$ cat src/rtl/pipe_pkg.sv
// Types shared by the forwarding controller: select encoding and the shadow
// pipeline entry that tracks one in-flight register writer.
package pipe_pkg;

    localparam int REG_W = 5;

    typedef enum logic [1:0] {
        FWD_RF  = 2'b00,
        FWD_WB  = 2'b01,
        FWD_MEM = 2'b10
    } fwd_sel_e;

    typedef struct packed {
        logic             valid;
        logic             wen;
        logic [REG_W-1:0] idx;
        logic             memrd;
    } shadow_t;

    localparam shadow_t BUBBLE = '0;

    // Destination field layout: bit[REG_W] is the write enable, the rest the index.
    function automatic shadow_t decode_entry(input logic [REG_W:0] wr_reg,
                                             input logic           is_load);
        shadow_t e;
        e.valid = 1'b1;
        e.wen   = wr_reg[REG_W];
        e.idx   = wr_reg[REG_W-1:0];
        e.memrd = is_load;
        return e;
    endfunction

endpackage

$ cat src/rtl/fwd_match.sv
// Compares one source register against the EX and MEM writers and returns the
// operand select for it plus a load-use hit.
module fwd_match
    import pipe_pkg::*;
(
    input  logic [REG_W-1:0] rs,
    input  shadow_t          ex,
    input  logic             mem_valid,
    input  logic             mem_wen,
    input  logic [REG_W-1:0] mem_idx,
    output fwd_sel_e         sel,
    output logic             lu_hit
);

    logic ex_hit;
    logic mem_hit;

    // NOTE: blocking assignments here; every output gets a default first so no latch is inferred.
    always_comb begin
        ex_hit  = ex.valid && ex.wen && (ex.idx == rs) && (ex.idx != '0);
        mem_hit = mem_valid && mem_wen && (mem_idx == rs) && (mem_idx != '0);
        sel     = FWD_RF;
        lu_hit  = ex_hit && ex.memrd;
        // A load in EX has no result yet, so it yields to the older MEM writer.
        if (ex_hit && !ex.memrd) begin
            sel = FWD_MEM;
        end else if (mem_hit) begin
            sel = FWD_WB;
        end
    end

endmodule

$ cat src/rtl/fwd_ctrl.sv
// Operand-forwarding controller: shadows in-flight writers and registers the
// EX-stage mux selects; flags load-use hazards that slipped past the hdu.
module fwd_ctrl #(
    parameter int REG_W = pipe_pkg::REG_W,
    parameter int CNT_W = 16
) (
    input  logic             clk,
    input  logic             rst_n,
    input  logic             id_valid,
    input  logic [REG_W-1:0] id_rs1,
    input  logic [REG_W-1:0] id_rs2,
    input  logic [REG_W:0]   id_wr_reg,
    input  logic             id_memrd,
    input  logic             hdu_stall,
    input  logic             flush,
    output logic [1:0]       fwd_a,
    output logic [1:0]       fwd_b,
    output logic             lu_err,
    output logic [CNT_W-1:0] fwd_cnt
);

    import pipe_pkg::*;

    // The WB slot is implicit: a MEM writer is selected as 01 because it sits
    // in WB by the time its consumer is in EX, so nothing reads it later.
    shadow_t          ex_q, ex_d;
    shadow_t          mem_q, mem_d;
    fwd_sel_e         fwd_a_q, fwd_a_d;
    fwd_sel_e         fwd_b_q, fwd_b_d;
    fwd_sel_e         sel_a, sel_b;
    logic             hit_a, hit_b;
    logic             advance;
    logic             lu_pend_q, lu_pend_d;
    logic             lu_err_q, lu_err_d;
    logic [CNT_W-1:0] fwd_cnt_q, fwd_cnt_d;

    fwd_match u_match_a (
        .rs        (id_rs1),
        .ex        (ex_q),
        .mem_valid (mem_q.valid),
        .mem_wen   (mem_q.wen),
        .mem_idx   (mem_q.idx),
        .sel       (sel_a),
        .lu_hit    (hit_a)
    );

    fwd_match u_match_b (
        .rs        (id_rs2),
        .ex        (ex_q),
        .mem_valid (mem_q.valid),
        .mem_wen   (mem_q.wen),
        .mem_idx   (mem_q.idx),
        .sel       (sel_b),
        .lu_hit    (hit_b)
    );

    always_comb begin
        advance = id_valid && !hdu_stall && !flush;
        ex_d    = advance ? decode_entry(id_wr_reg, id_memrd) : BUBBLE;
        mem_d   = ex_q;
        fwd_a_d = advance ? sel_a : FWD_RF;
        fwd_b_d = advance ? sel_b : FWD_RF;
        // Pending means the consumer of a load left decode without a stall.
        lu_pend_d = advance && (hit_a || hit_b);
        lu_err_d  = lu_err_q || (lu_pend_q && !flush);
        fwd_cnt_d = fwd_cnt_q;
        if (((fwd_a_d != FWD_RF) || (fwd_b_d != FWD_RF)) && (fwd_cnt_q != '1)) begin
            fwd_cnt_d = fwd_cnt_q + CNT_W'(1);
        end
    end

    // NOTE: non-blocking assignments for all state so every flop samples pre-edge values.
    always_ff @(posedge clk or negedge rst_n) begin
        if (!rst_n) begin
            ex_q      <= BUBBLE;
            mem_q     <= BUBBLE;
            fwd_a_q   <= FWD_RF;
            fwd_b_q   <= FWD_RF;
            lu_pend_q <= 1'b0;
            lu_err_q  <= 1'b0;
            fwd_cnt_q <= '0;
        end else begin
            ex_q      <= ex_d;
            mem_q     <= mem_d;
            fwd_a_q   <= fwd_a_d;
            fwd_b_q   <= fwd_b_d;
            lu_pend_q <= lu_pend_d;
            lu_err_q  <= lu_err_d;
            fwd_cnt_q <= fwd_cnt_d;
        end
    end

    assign fwd_a   = fwd_a_q;
    assign fwd_b   = fwd_b_q;
    assign lu_err  = lu_err_q;
    assign fwd_cnt = fwd_cnt_q;

endmodule

$ cat config.mk
export PLATFORM = sky130hd
export DESIGN_NAME = fwd_ctrl
export DESIGN_NICKNAME = d
export VERILOG_FILES = /design/src/rtl/pipe_pkg.sv /design/src/rtl/fwd_match.sv /design/src/rtl/fwd_ctrl.sv
export SDC_FILE = /design/constraint.sdc
export NUM_CORES = 1
export LEC_CHECK = 0
export CORE_ASPECT_RATIO = 0.75
export CORE_MARGIN = 2
export CORE_UTILIZATION = 48
export DETAILED_ROUTE_END_ITERATION = 10
export PLACE_DENSITY = 0.78
export SYNTH_ARGS = -nofsm -noshare
export SYNTH_HDL_FRONTEND = slang
export SYNTH_SLANG_ARGS = --single-unit
$ cat constraint.sdc
create_clock -name clk -period 3 [get_ports clk]
set_input_delay 0.6 -clock clk [delete_from_list [all_inputs] [get_ports clk]]
set_output_delay 0.6 -clock clk [all_outputs]
set_load 0.03 [all_outputs]
# ---- Word level (Yosys, flattened, before mapping)
# Index checks and enable logic that the tools add are counted.
dict set report word_totals {
  reg_bits 37
}
dict set report op_classes {
  n_addsub 1
  n_eq_ne 5
  muxes 7
  reduce_logical 29
}
# cell n
set ops {}
lappend ops {{5-bit == test} 4}
lappend ops {{1-bit logical AND} 19}
lappend ops {{16-bit by 1-bit adder with 16-bit output, second input constant} 1}
lappend ops {{16-bit != test, second input constant} 1}
lappend ops {{5-bit nonzero test} 2}
lappend ops {{2-bit 2-to-1 mux} 4}
lappend ops {{8-bit 2-to-1 mux} 1}
lappend ops {{2-bit nonzero test} 2}
lappend ops {{1-bit logical NOT} 3}
lappend ops {{1-bit logical OR} 3}
lappend ops {{1-bit 2-to-1 mux} 2}

# ---- Logic depth before layout (Yosys ltp)
# Gate-level depths: netlist of the first run.
dict set report depth {
  ltp_word 9
  ltp_mapped 10
  ltp_nobuf 7
}

# ---- Hierarchy
# From an unflattened synthesis of the first run, not the netlist that was laid out.
dict set report unflattened {
  cells_unflattened 158
  area_unflattened_um2 1859.3
}
# mod n_inst cells_each area_per_inst_um2
set modules_own_cells {}
lappend modules_own_cells {fwd_ctrl 1 110 1496.4}
lappend modules_own_cells {fwd_match 2 24 181.4}

# ---- Least setup slack after synthesis of the first run
# Ideal clock, no wire load.
dict set report synth_timing {
  path_kind {input to register}
  start {input id_rs2[1]}
  end {register fwd_cnt_q[14] (netlist: fwd_cnt[14])}
  arrival_time_ns 2.348
  required_time_ns 2.875
  setup_slack_ns 0.527
  path_stages 8
  n_path_buf 1
  cell_sequence {xor2_1 nor3_1 nand3_1 o41a_2 or3_1 buf_6 nand4_1 mux2_2}
}
dict set report synth_via {
  elab_chain_cells 9
  elab_cells_between_ends 13
  classes_between {2 x eq/ne; 3 x mux; 8 x reduce/logical}
}
# item line_no
set synth_lines {}
lappend synth_lines {{start: declaration} fwd_ctrl.sv:11} ;# input logic [REG_W-1:0] id_rs2,
lappend synth_lines {{5-bit == test (on tied branches)} {fwd_match.sv:21, fwd_match.sv:20}}
lappend synth_lines {{1-bit logical AND (on tied branches) (2 in series)} {fwd_match.sv:21, fwd_match.sv:20}}
lappend synth_lines {{1-bit 2-to-1 mux or 1-bit logical AND (tied branches)} {fwd_match.sv:27, fwd_match.sv:25}}
lappend synth_lines {{2-bit 2-to-1 mux (*)} fwd_match.sv:25} ;# if (ex_hit && !ex.memrd) begin
lappend synth_lines {{2-bit 2-to-1 mux (*)} fwd_ctrl.sv:62} ;# fwd_b_d = advance ? sel_b : FWD_RF;
lappend synth_lines {{via fwd_b_d[0]} fwd_ctrl.sv:29} ;# fwd_sel_e fwd_b_q, fwd_b_d;
lappend synth_lines {{2-bit nonzero test (*)} fwd_ctrl.sv:67} ;# if (((fwd_a_d != FWD_RF) || (fwd_b_d != FWD_RF)) && (fwd_cnt_q != '1)) begin
lappend synth_lines {{1-bit logical OR (*)} fwd_ctrl.sv:67}
lappend synth_lines {{1-bit logical AND (*)} fwd_ctrl.sv:67}
lappend synth_lines {{end signal: assignment} fwd_ctrl.sv:89} ;# fwd_cnt_q <= fwd_cnt_d;
lappend synth_lines {{end: declaration} fwd_ctrl.sv:35} ;# logic [CNT_W-1:0] fwd_cnt_q, fwd_cnt_d;
# Mark *: on every way through the listed nets, which the timed path passes. The rest lies on a longest branch.
# A chain may end at the register's enable or synchronous reset.

# ---- Final worst setup path of the first run
dict set report layout_timing {
  start {input id_rs2[0]}
  end {register fwd_cnt_q[14] (netlist: fwd_cnt[14])}
}
# Same word-level chain as after synthesis.

==> impl_results.md, run 1 <==
* R2r startpoint: ex_q[2]$_DFF_PN0_
* Filler instances at 232
* Wire per inst at between 10 and 15 um
* Synth unique cells at 36
* Worst slew pin tran at 445.7 ps
* First-pass GRT wire length at roughly 6200 um
* Flops & latches, synth at 37
* CP endpoint: fwd_cnt[14]$_DFFE_PN0P_
* Initial drt markers at 96
* H-tree levels at 2
* Vias per cell at approximately 5.4
* Ys async rst share at 1.000
* Fin util at 0.6883
* IO Count at 43
* Status: finished, final reports clean
* Layout Cells excl Fill at 241
* Net count of the finished layout at 223
* Synth area leaders: dfrtp_1, xnor2_1, xor2_1
* DRT Wirelength at 3561 um
* CP arrival at 2830 ps
* Die X at 73.28 um
* Final Hold Vio Count at 0
* Sequential Area at 925.9 um2
* CP Class: input pin to flip-flop
* Area Growth Syn to Fin at 33.67%
* Die Y at 55.96 um
* Worst Path Max Fanout at 4
* Period utilisation layout at 0.8874
* Final setup vio count at 0
* Reg2Reg Setup Slack at 600 ps
* Initial Utilization at 0.5149
* Routability cong. at 0.9109
* Clock skew at 7.442 ps
* Register area share after synthesis at 0.5358
* Clk root buf: clkbuf_8
* Unrepaired setup endpoints after global routing: false
* P per Cell Area at roughly 400 nW/um2
* CTS max path bufs at 2
* Vias at 1294
* Pins over their slew limit at 0
* DP Cell Count at 233
* Share of the synthesized area in the top cell type at 0.5358
* Antenna diodes at 0
* EDFF count, synth at 0
* Num CTS Buffers at 5
* Multi-input gate area at 755.7 um2
* Share of layout cells above drive strength 1 at 0.1244
* CTS clk-pin slew, worst paths at 70 ps
* CTS tree: yes
* Vias in the first global route at 1326
* F_max at 375.6 MHz
* Clk_lat worst skew at about 290 ps
* Hold Path Class: flip-flop to flip-flop
* Max-slew headroom at 0.7028
* Avg Inst Size Synth at 11.75 um2
* Number of core rows at 18
* Clock Sinks at 37
* Largest net degree at the start of global routing at 38
* Resized cells post-CTS at 0
* Most used DFF post-synth: dfrtp_1
* Core area at 3356 um2
* Die area at 4101 um2
* First-pass DRT Iterations at 4
* Post-synthesis cell count at 147
* DRC viols at 0
* Leakage at 1.046 nW
* Yosys warnings at 0
* Peak VDD IR at roughly 310 uV
* Synth area leader: dfrtp_1
* CTS Hold Bufs at 0
* Syn Std Cell Area at around 1700 um2
* Initial antenna violation count at 0
* Max Cap Viol at 0
* Setup crit end kind: flip-flop
* Post-CTS Setup Repair Bufs at 0
* Post-detail-place hpwl at 2699 um
* Worst Reg2Reg Path Length in Cells at 7
* Post-synth top cells: dfrtp_1, xnor2_1, nand3_1, xor2_1, and3_1
* Power Total at 0.9181 mW
* Required time at the worst-slack endpoint at 3170 ps
* End of the worst register-to-register path: fwd_cnt[14]$_DFFE_PN0P_
* Mapped Nets at 170
* Global Route Usage Sum at 0.1985
* Most frequent cell after synthesis: dfrtp_1
* Critical path startpoint: id_rs2[0]
* Antenna Nets Post-Route at 0
* Setup_tns at 0 ps
* Buffers on Ports at 42
* Post-layout min period at between 2000 and 3000 ps
* GR Overflow Total at 0
* Critical Path Source Type: input pin
## registers in the layout, indices dropped and copies added (netlist names)
register	cells
mem_q	7
lu_pend_q	1
fwd_cnt	16
ex_q	8
fwd_b	2
lu_err	1
fwd_a	2
## cell usage in the layout (no fill, tap or decap), types with 8 or more instances in the layout
| cell | count |
|---|---|
| clkdlybuf4s50_1 | 42 |
| buf_4 | 8 |
| and3_1 | 9 |
| xnor2_1 | 22 |
| xor2_1 | 10 |
| dfrtp_1 | 37 |
| nand3_1 | 10 |
| and2_1 | 8 |
| nand4_1 | 8 |
## cell families (layout without fill, tap and decap cells)
kind of cell / Yosys count / in the layout / synth area share
simple gates: 59 / 59 / 0.2086
mux: 3 / 3 / 0.01883
fa+ha+maj: 1 / 1 / 0.007240
flops: 37 / 37 / 0.5358
buf+inv: 7 / 61 / 0.02678
xor+xnor: 32 / 32 / 0.1622
compound gates: 8 / 8 / 0.04055
## worst max-delay path, stage by stage
cell,delay (ps)
clkdlybuf4s50_1,450
xor2_1,190
nor3_1,180
nand3_1,110
o41a_2,390
or3_1,440
nand4_1,130
mux2_2,340
## final cells by class
| cell class | instances | area share |
|---|---|---|
| inverter | 3 | 0.004875 |
| multi-input combinational | 103 | 0.3272 |
| clock inverter | 3 | 0.007584 |
| timing repair buffer | 50 | 0.2080 |
| sequential | 37 | 0.4009 |
| tap | 40 | 0.02167 |
| clock buffer | 5 | 0.02979 |
## worst min path at each step
| stage | startpoint | to | slack, ps | cells after the start |
|---|---|---|---|---|
| after floorplan | rst_n | ex_q[0]$_DFF_PN0_ | 300 | 0 |
| after global placement | ex_q[7]$_DFF_PN0_ | mem_q[7]$_DFF_PN0_ | 380 | 0 |
| after detailed placement | ex_q[7]$_DFF_PN0_ | mem_q[7]$_DFF_PN0_ | 390 | 0 |
| after CTS | ex_q[7]$_DFF_PN0_ | mem_q[7]$_DFF_PN0_ | 400 | 0 |
| after global routing | ex_q[6]$_DFF_PN0_ | mem_q[6]$_DFF_PN0_ | 440 | 0 |
| final | ex_q[7]$_DFF_PN0_ | mem_q[7]$_DFF_PN0_ | 410 | 0 |
## report_power, final
| group | leakage (nW) | total (mW) | switching (mW) | internal (mW) |
|---|---|---|---|---|
| Combinational | 0.494 | 0.0706 | 0.0294 | 0.0412 |
| Clock | 0.0439 | 0.337 | 0.177 | 0.160 |
| Sequential | 0.508 | 0.510 | 0.00607 | 0.504 |
## stage by stage
step	cell area, um2	hold slack, ps	worst slack [ps]
after CTS	2310	404.8	339.2
final	2310	408.8	337.9
after global routing	2310	436.0	227.2
after detailed placement	2223	388.2	47.01
after floorplan	1728	304.4	527.1
after global placement	2223	378.7	83.86
## per-layer routing
layer	vias up	track usage	wire (um)
met5	-	0	0
met4	0	0.05556	37
met3	6	0.06159	186
met2	42	0.2819	1544
met1	623	0.2929	1792
li1	623	-	-
No activity file was read; power rests on OpenSTA's default activity.
==> run 2: changes to the inputs <==
--- a/config.mk
+++ b/config.mk
@@ -6,7 +6,7 @@
 export NUM_CORES = 1
 export LEC_CHECK = 0
 export CORE_ASPECT_RATIO = 0.75
-export CORE_MARGIN = 2
+export CORE_MARGIN = 5
 export CORE_UTILIZATION = 48
 export DETAILED_ROUTE_END_ITERATION = 10
 export PLACE_DENSITY = 0.78
==> impl_results.md, run 2 (same netlist as run 1, synthesis figures left out) <==
* DRT Wirelength at 3795 um (+6.6%)
* Worst Path Max Fanout at 5 (+1)
* Met2 Usage GRT at 0.2578 (-0.02406)
* Largest net degree at the start of global routing at 38 (unchanged)
* Setup crit end kind: flip-flop
* CTS tree: yes
* WHS Endpoint: mem_q[7]$_DFF_PN0_
* HP Start: ex_q[7]$_DFF_PN0_
* CTS clk-pin slew, worst paths at 70 ps (about the same)
* Clock skew at 8.031 ps (+0.5897 ps)
* Leakage at 1.053 nW (+0.70%)
* F_max at 372.6 MHz (-0.82%)
* Area Growth Syn to Fin at 34.68%
* Filler instances at 256 (+10%)
* Die area at 4912 um2 (+20%)
* Vias at 1324 (+2.3%)
* P per Cell Area at 431.8 nW/um2 (+8.6%)
* Fin util at 0.6889 (about the same)
* Wire per inst at 15.81 um (+7.0%)
* Critical Path Source Type: input pin
* Post-layout min period at 2684 ps (+21.91 ps)
* Net count of the finished layout at 222 (-0.45%)
* Commonest non-fill, non-tap cell in the layout: clkdlybuf4s50_1
* Buffers on Ports at 42 (unchanged)
* Setup_tns at 0 ps (unchanged)
* First-pass DRT Iterations at 4 (unchanged)
* Global Route met1 Usage at 0.2346 (-0.05822)
* Routability cong. at 0.9414 (+3.3%)
* Initial antenna violation count at 0 (unchanged)
* Hold Path Class: flip-flop to flip-flop
* CTS max path bufs at 2 (unchanged)
* Pins over their slew limit at 0 (unchanged)
* Status: finished, final reports clean
* Final setup vio count at 0 (unchanged)
* Worst Hold Depth at 0 (unchanged)
* Number of core rows at 18 (unchanged)
* Max Cap Viol at 0 (unchanged)
* CP Class: input pin to flip-flop
* Final Hold Vio Count at 0 (unchanged)
* Reg2Reg Setup Slack at 580 ps (-20 ps)
* GR Overflow Total at 0 (unchanged)
* Required time at the worst-slack endpoint at 3180 ps (about the same)
* Clk_lat worst skew at 290 ps (about the same)
* Post-CTS Setup Repair Bufs at 0 (unchanged)
* Post-detail-place hpwl at 2923 um (+8.3%)
* Peak VDD IR at 256.0 uV (-18%)
* End of the worst register-to-register path: fwd_cnt[14]$_DFFE_PN0P_
* Antenna Nets Post-Route at 0 (unchanged)
* Initial drt markers at 115 (+20%)
* Antenna diodes at 0 (unchanged)
* Vias in the first global route at 1324 (-0.15%)
* DP Cell Count at 232 (-0.43%)
* R2r startpoint: mem_q[3]$_DFF_PN0_
* Share of layout cells above drive strength 1 at 0.1150 (-0.009378)
* Max reg flops at 16 (unchanged)
* Global Route Usage Sum at 0.1743 (-0.02427)
* GR Util met3 at 0.05476 (-0.006839)
* Clock Sinks at 37 (unchanged)
* Resized cells post-CTS at 0 (unchanged)
* First-pass GRT wire length at 6265 um (+1.1%)
* Clk root buf: clkbuf_8
* H-tree levels at 2 (unchanged)
* IO Count at 43 (unchanged)
* Unrepaired setup endpoints after global routing: false
* Layout Cells excl Fill at 240 (-0.41%)
* Initial Utilization at 0.5115 (-0.003433)
* Core area at 3378 um2 (+0.67%)
* Die Y at 61.96 um (+11%)
* Die X at 79.28 um (+8.2%)
* Num CTS Buffers at 5 (unchanged)
* Busiest grt layer: met2
* CTS Hold Bufs at 0 (unchanged)
* DRC viols at 0 (unchanged)
* Max-slew headroom at 0.7024 (about the same)
* Worst slew pin tran at 446.4 ps (+0.6883 ps)
* Period utilisation layout at 0.8947 (+0.007304)
* Worst Reg2Reg Path Length in Cells at 7 (unchanged)
* CP arrival at 2860 ps (+30 ps)
* Vias per cell at 5.517 (+2.7%)
* Most frequent cells in the layout: clkdlybuf4s50_1, dfrtp_1, xnor2_1, xor2_1, nand3_1
run 2: report_power, final:
group / internal [mW] / switching (mW)
sequential: 0.504 / 0.00662
combinational: 0.0412 / 0.0293
clock: 0.249 / 0.174
run 2: area by class of cell:
| cell class | count | area [um2] | share of cell area |
|---|---|---|---|
| inverters | 3 | 11.26 | 0.004839 |
| repair buffers | 49 | 473.0 | 0.2032 |
| flip-flops and latches | 37 | 925.9 | 0.3978 |
| well taps | 40 | 50.05 | 0.02151 |
| clock inverters | 2 | 38.79 | 0.01667 |
| clock buffers | 6 | 72.57 | 0.03118 |
| multi-input cells | 103 | 755.7 | 0.3247 |
run 2: how the worst max path moves through the flow:
stage                         start                 endpoint  slack (ps)
after floorplan           id_rs2[1]  fwd_cnt[14]$_DFFE_PN0P_         530
after global placement    id_rs2[1]  fwd_cnt[14]$_DFFE_PN0P_          80
after detailed placement  id_rs2[1]   fwd_cnt[1]$_DFFE_PN0P_           1
after CTS                 id_rs2[1]   fwd_cnt[1]$_DFFE_PN0P_         330
after global routing       id_valid  fwd_cnt[11]$_DFFE_PN0P_         160
final                     id_rs2[1]  fwd_cnt[14]$_DFFE_PN0P_         320
run 2: critical path: stages:
cell	delay, ps
clkdlybuf4s50_1	440
xor2_1	180
nor3_1	190
nand3_1	130
o41a_2	400
or3_1	460
nand4_1	130
mux2_2	330
run 2: routing by layer:
layer	wire length [um]	share of wire
met4	75	0.020
met5	0	0
met3	264	0.070
met1	1817	0.48
met2	1637	0.43
run 2: per-stage QoR:
| step | setup slack [ps] | total power [mW] | hold slack (ps) | cell area, um2 |
|---|---|---|---|---|
| 4_1_cts | 329.3 | 1.015 | 425.1 | 2327 |
| 5_1_grt | 158.3 | 1.044 | 438.3 | 2327 |
| 3_5_place_dp | 1.498 | 0.5911 | 402.6 | 2216 |
| 3_3_place_gp | 80.34 | 0.5892 | 379.9 | 2216 |
| 6_report | 316.0 | 1.005 | 416.2 | 2327 |
| 2_1_floorplan | 527.1 | 0.5424 | 304.4 | 1728 |
==> run 3: changes to the inputs <==
--- a/config.mk
+++ b/config.mk
@@ -5,7 +5,6 @@
 export SDC_FILE = /design/constraint.sdc
 export NUM_CORES = 1
 export LEC_CHECK = 0
-export CORE_ASPECT_RATIO = 0.75
 export CORE_MARGIN = 5
 export CORE_UTILIZATION = 48
 export DETAILED_ROUTE_END_ITERATION = 10
==> impl_results.md, run 3 (same netlist as run 1, synthesis figures left out) <==
* Status: finished, final reports clean
* Core area at 3416 um2 (+1.1%)
* Vias per cell at 5.200 (-5.7%)
* Number of core rows at 21 (+3)
* CP arrival at 2870 ps (about the same)
* Initial Utilization at 0.5059 (-0.005621)
* CTS Hold Bufs at 0 (unchanged)
* CP peak stage delay at 450 ps (about the same)
* Net count of the finished layout at 221 (-0.45%)
* Final worst setup slack at 415.1 ps (+99.12 ps)
* Max reg flops at 16 (unchanged)
* WP buf/inv at 2 (+1)
* Worst Path Max Fanout at 14 (+9)
* DRC viols at 0 (unchanged)
* First-pass DRT Iterations at 4 (unchanged)
* Critical Path Source Type: input pin
* Die area at 4900 um2 (-0.25%)
* Hold Path Class: flip-flop to flip-flop
* Antenna diodes at 0 (unchanged)
* Clock Sinks at 37 (unchanged)
* Final Hold Vio Count at 0 (unchanged)
* Leakage at 1.037 nW (-1.6%)
* Antenna Nets Post-Route at 0 (unchanged)
* Initial antenna violation count at 0 (unchanged)
* Most frequent cells in the layout: clkdlybuf4s50_1, dfrtp_1, xnor2_1, xor2_1, nand3_1
* Vias at 1274 (-3.8%)
* Slowest stage cell on the critical path: clkdlybuf4s50_1
* Post-layout min period at 2585 ps (-99.12 ps)
* Required time at the worst-slack endpoint at 3280 ps (+100 ps)
* Crit path max-delay family: simple AND/OR/NAND/NOR gates
* Setup_tns at 0 ps (unchanged)
* DRT Wirelength at 3743 um (-1.4%)
* Post-detail-place hpwl at 2830 um (-3.2%)
* F_max at 386.9 MHz (+3.8%)
* Vias in the first global route at 1323 (-0.076%)
* Buffers on Ports at 42 (unchanged)
* Worst slew pin tran at 442.5 ps (-3.914 ps)
* Area Growth Syn to Fin at 33.38%
* Largest net degree at the start of global routing at 38 (unchanged)
* Die X at 70 um (-12%)
* Commonest non-fill, non-tap cell in the layout: clkdlybuf4s50_1
* Post-CTS Setup Repair Bufs at 0 (unchanged)
* Clk_lat worst skew at 340 ps (+50 ps)
* CP cell instances: clkdlybuf4s50_1, xor2_1, nor3_1, nand3_1, o41a_2, or3_1, buf_4, and4_2, nor2_1
* Pins over their slew limit at 0 (unchanged)
* Clock skew at 6.804 ps (-1.228 ps)
* CTS clk-pin slew, worst paths at 110 ps (+40 ps)
* Clk root buf: clkbuf_4
* First-pass GRT wire length at 6354 um (+1.4%)
* Max-slew headroom at 0.7027 (about the same)
* Global Route Usage Sum at 0.1634 (-0.01084)
* Peak VDD IR at 257.4 uV (+0.54%)
* GR Overflow Total at 0 (unchanged)
* Max Cap Viol at 0 (unchanged)
* Die Y at 70 um (+13%)
* IO Count at 43 (unchanged)
* Share of layout cells above drive strength 1 at 0.1156 (+0.0005779)
* CTS tree: yes
* CTS max path bufs at 2 (unchanged)
* Setup crit end kind: flip-flop
* Period utilisation layout at 0.8616 (-0.03304)
* CP Class: input pin to flip-flop
* Final setup vio count at 0 (unchanged)
* Wire per inst at 15.28 um (-3.4%)
* P per Cell Area at 410.4 nW/um2 (-5.0%)
* Unrepaired setup endpoints after global routing: false
* Resized cells post-CTS at 0 (unchanged)
* Fin util at 0.6747 (-0.01416)
* Initial drt markers at 80 (-30%)
* Worst slack, placed at 47.15 ps (+45.66 ps)
* H-tree levels at 2 (unchanged)
* Routability cong. at 0.8317 (-12%)
* Num CTS Buffers at 5 (unchanged)
-- run 3: changes by cell type in the layout (fill, tap and decap cells not counted) --
cell	delta
buf_4	-1
clkbuf_1	-1
clkbuf_4	+5
clkbuf_8	-4
clkinv_4	-1
clkinvlp_4	+1
-- run 3: path summary, 6_finish.rpt --
| check | from | end | slack (ps) | cells after the start |
|---|---|---|---|---|
| hold reg to reg | ex_q[7]$_DFF_PN0_ | mem_q[7]$_DFF_PN0_ | 430 | 0 |
| min in group asynchronous | rst_n | fwd_a[1]$_DFF_PN0_ | 660 | 2 |
| setup / recovery | id_rs2[1] | fwd_cnt[4]$_DFFE_PN0P_ | 420 | 9 |
| max in group asynchronous | rst_n | fwd_cnt[8]$_DFFE_PN0P_ | 2020 | 2 |
| setup reg to reg | mem_q[2]$_DFF_PN0_ | fwd_cnt[4]$_DFFE_PN0P_ | 570 | 8 |
| hold / removal | ex_q[7]$_DFF_PN0_ | mem_q[7]$_DFF_PN0_ | 430 | 0 |
-- run 3: final cells by class --
type	count	area, um2
Fill cell	267	1111
Sequential cell	37	925.9
Multi-Input combinational cell	103	755.7
Timing Repair Buffer	48	465.4
Tap cell	46	57.56
Clock buffer	6	51.30
Clock inverter	2	37.54
Inverter	3	11.26
-- run 3: power breakdown --
group          leakage [nW]  total, mW  switching [mW]  internal [mW]
clock network        0.0445      0.365           0.167          0.198
logic                 0.485     0.0702          0.0290         0.0412
registers             0.508      0.511         0.00655          0.504
total                  1.04      0.946           0.203          0.743
-- run 3: per-stage QoR --
| step | power [mW] | instance area (um2) | std cells | hold slack (ps) |
|---|---|---|---|---|
| after floorplan | 0.5424 | 1728 | 147 | 304.4 |
| final | 0.9458 | 2305 | 245 | 429.3 |
| after global routing | 0.9854 | 2305 | 245 | 452.1 |
| after global placement | 0.5905 | 2216 | 237 | 387.2 |
| after detailed placement | 0.5912 | 2216 | 237 | 404.3 |
| after CTS | 0.9579 | 2305 | 245 | 431.3 |
-- run 3: metal layers --
layer / global-route usage / vias to the layer above / part of all wire
li1: - / 621 / -
met1: 0.2160 / 611 / 0.46
met2: 0.2476 / 35 / 0.46
met3: 0.05165 / 7 / 0.054
met4: 0.06809 / 0 / 0.017
met5: 0 / - / 0
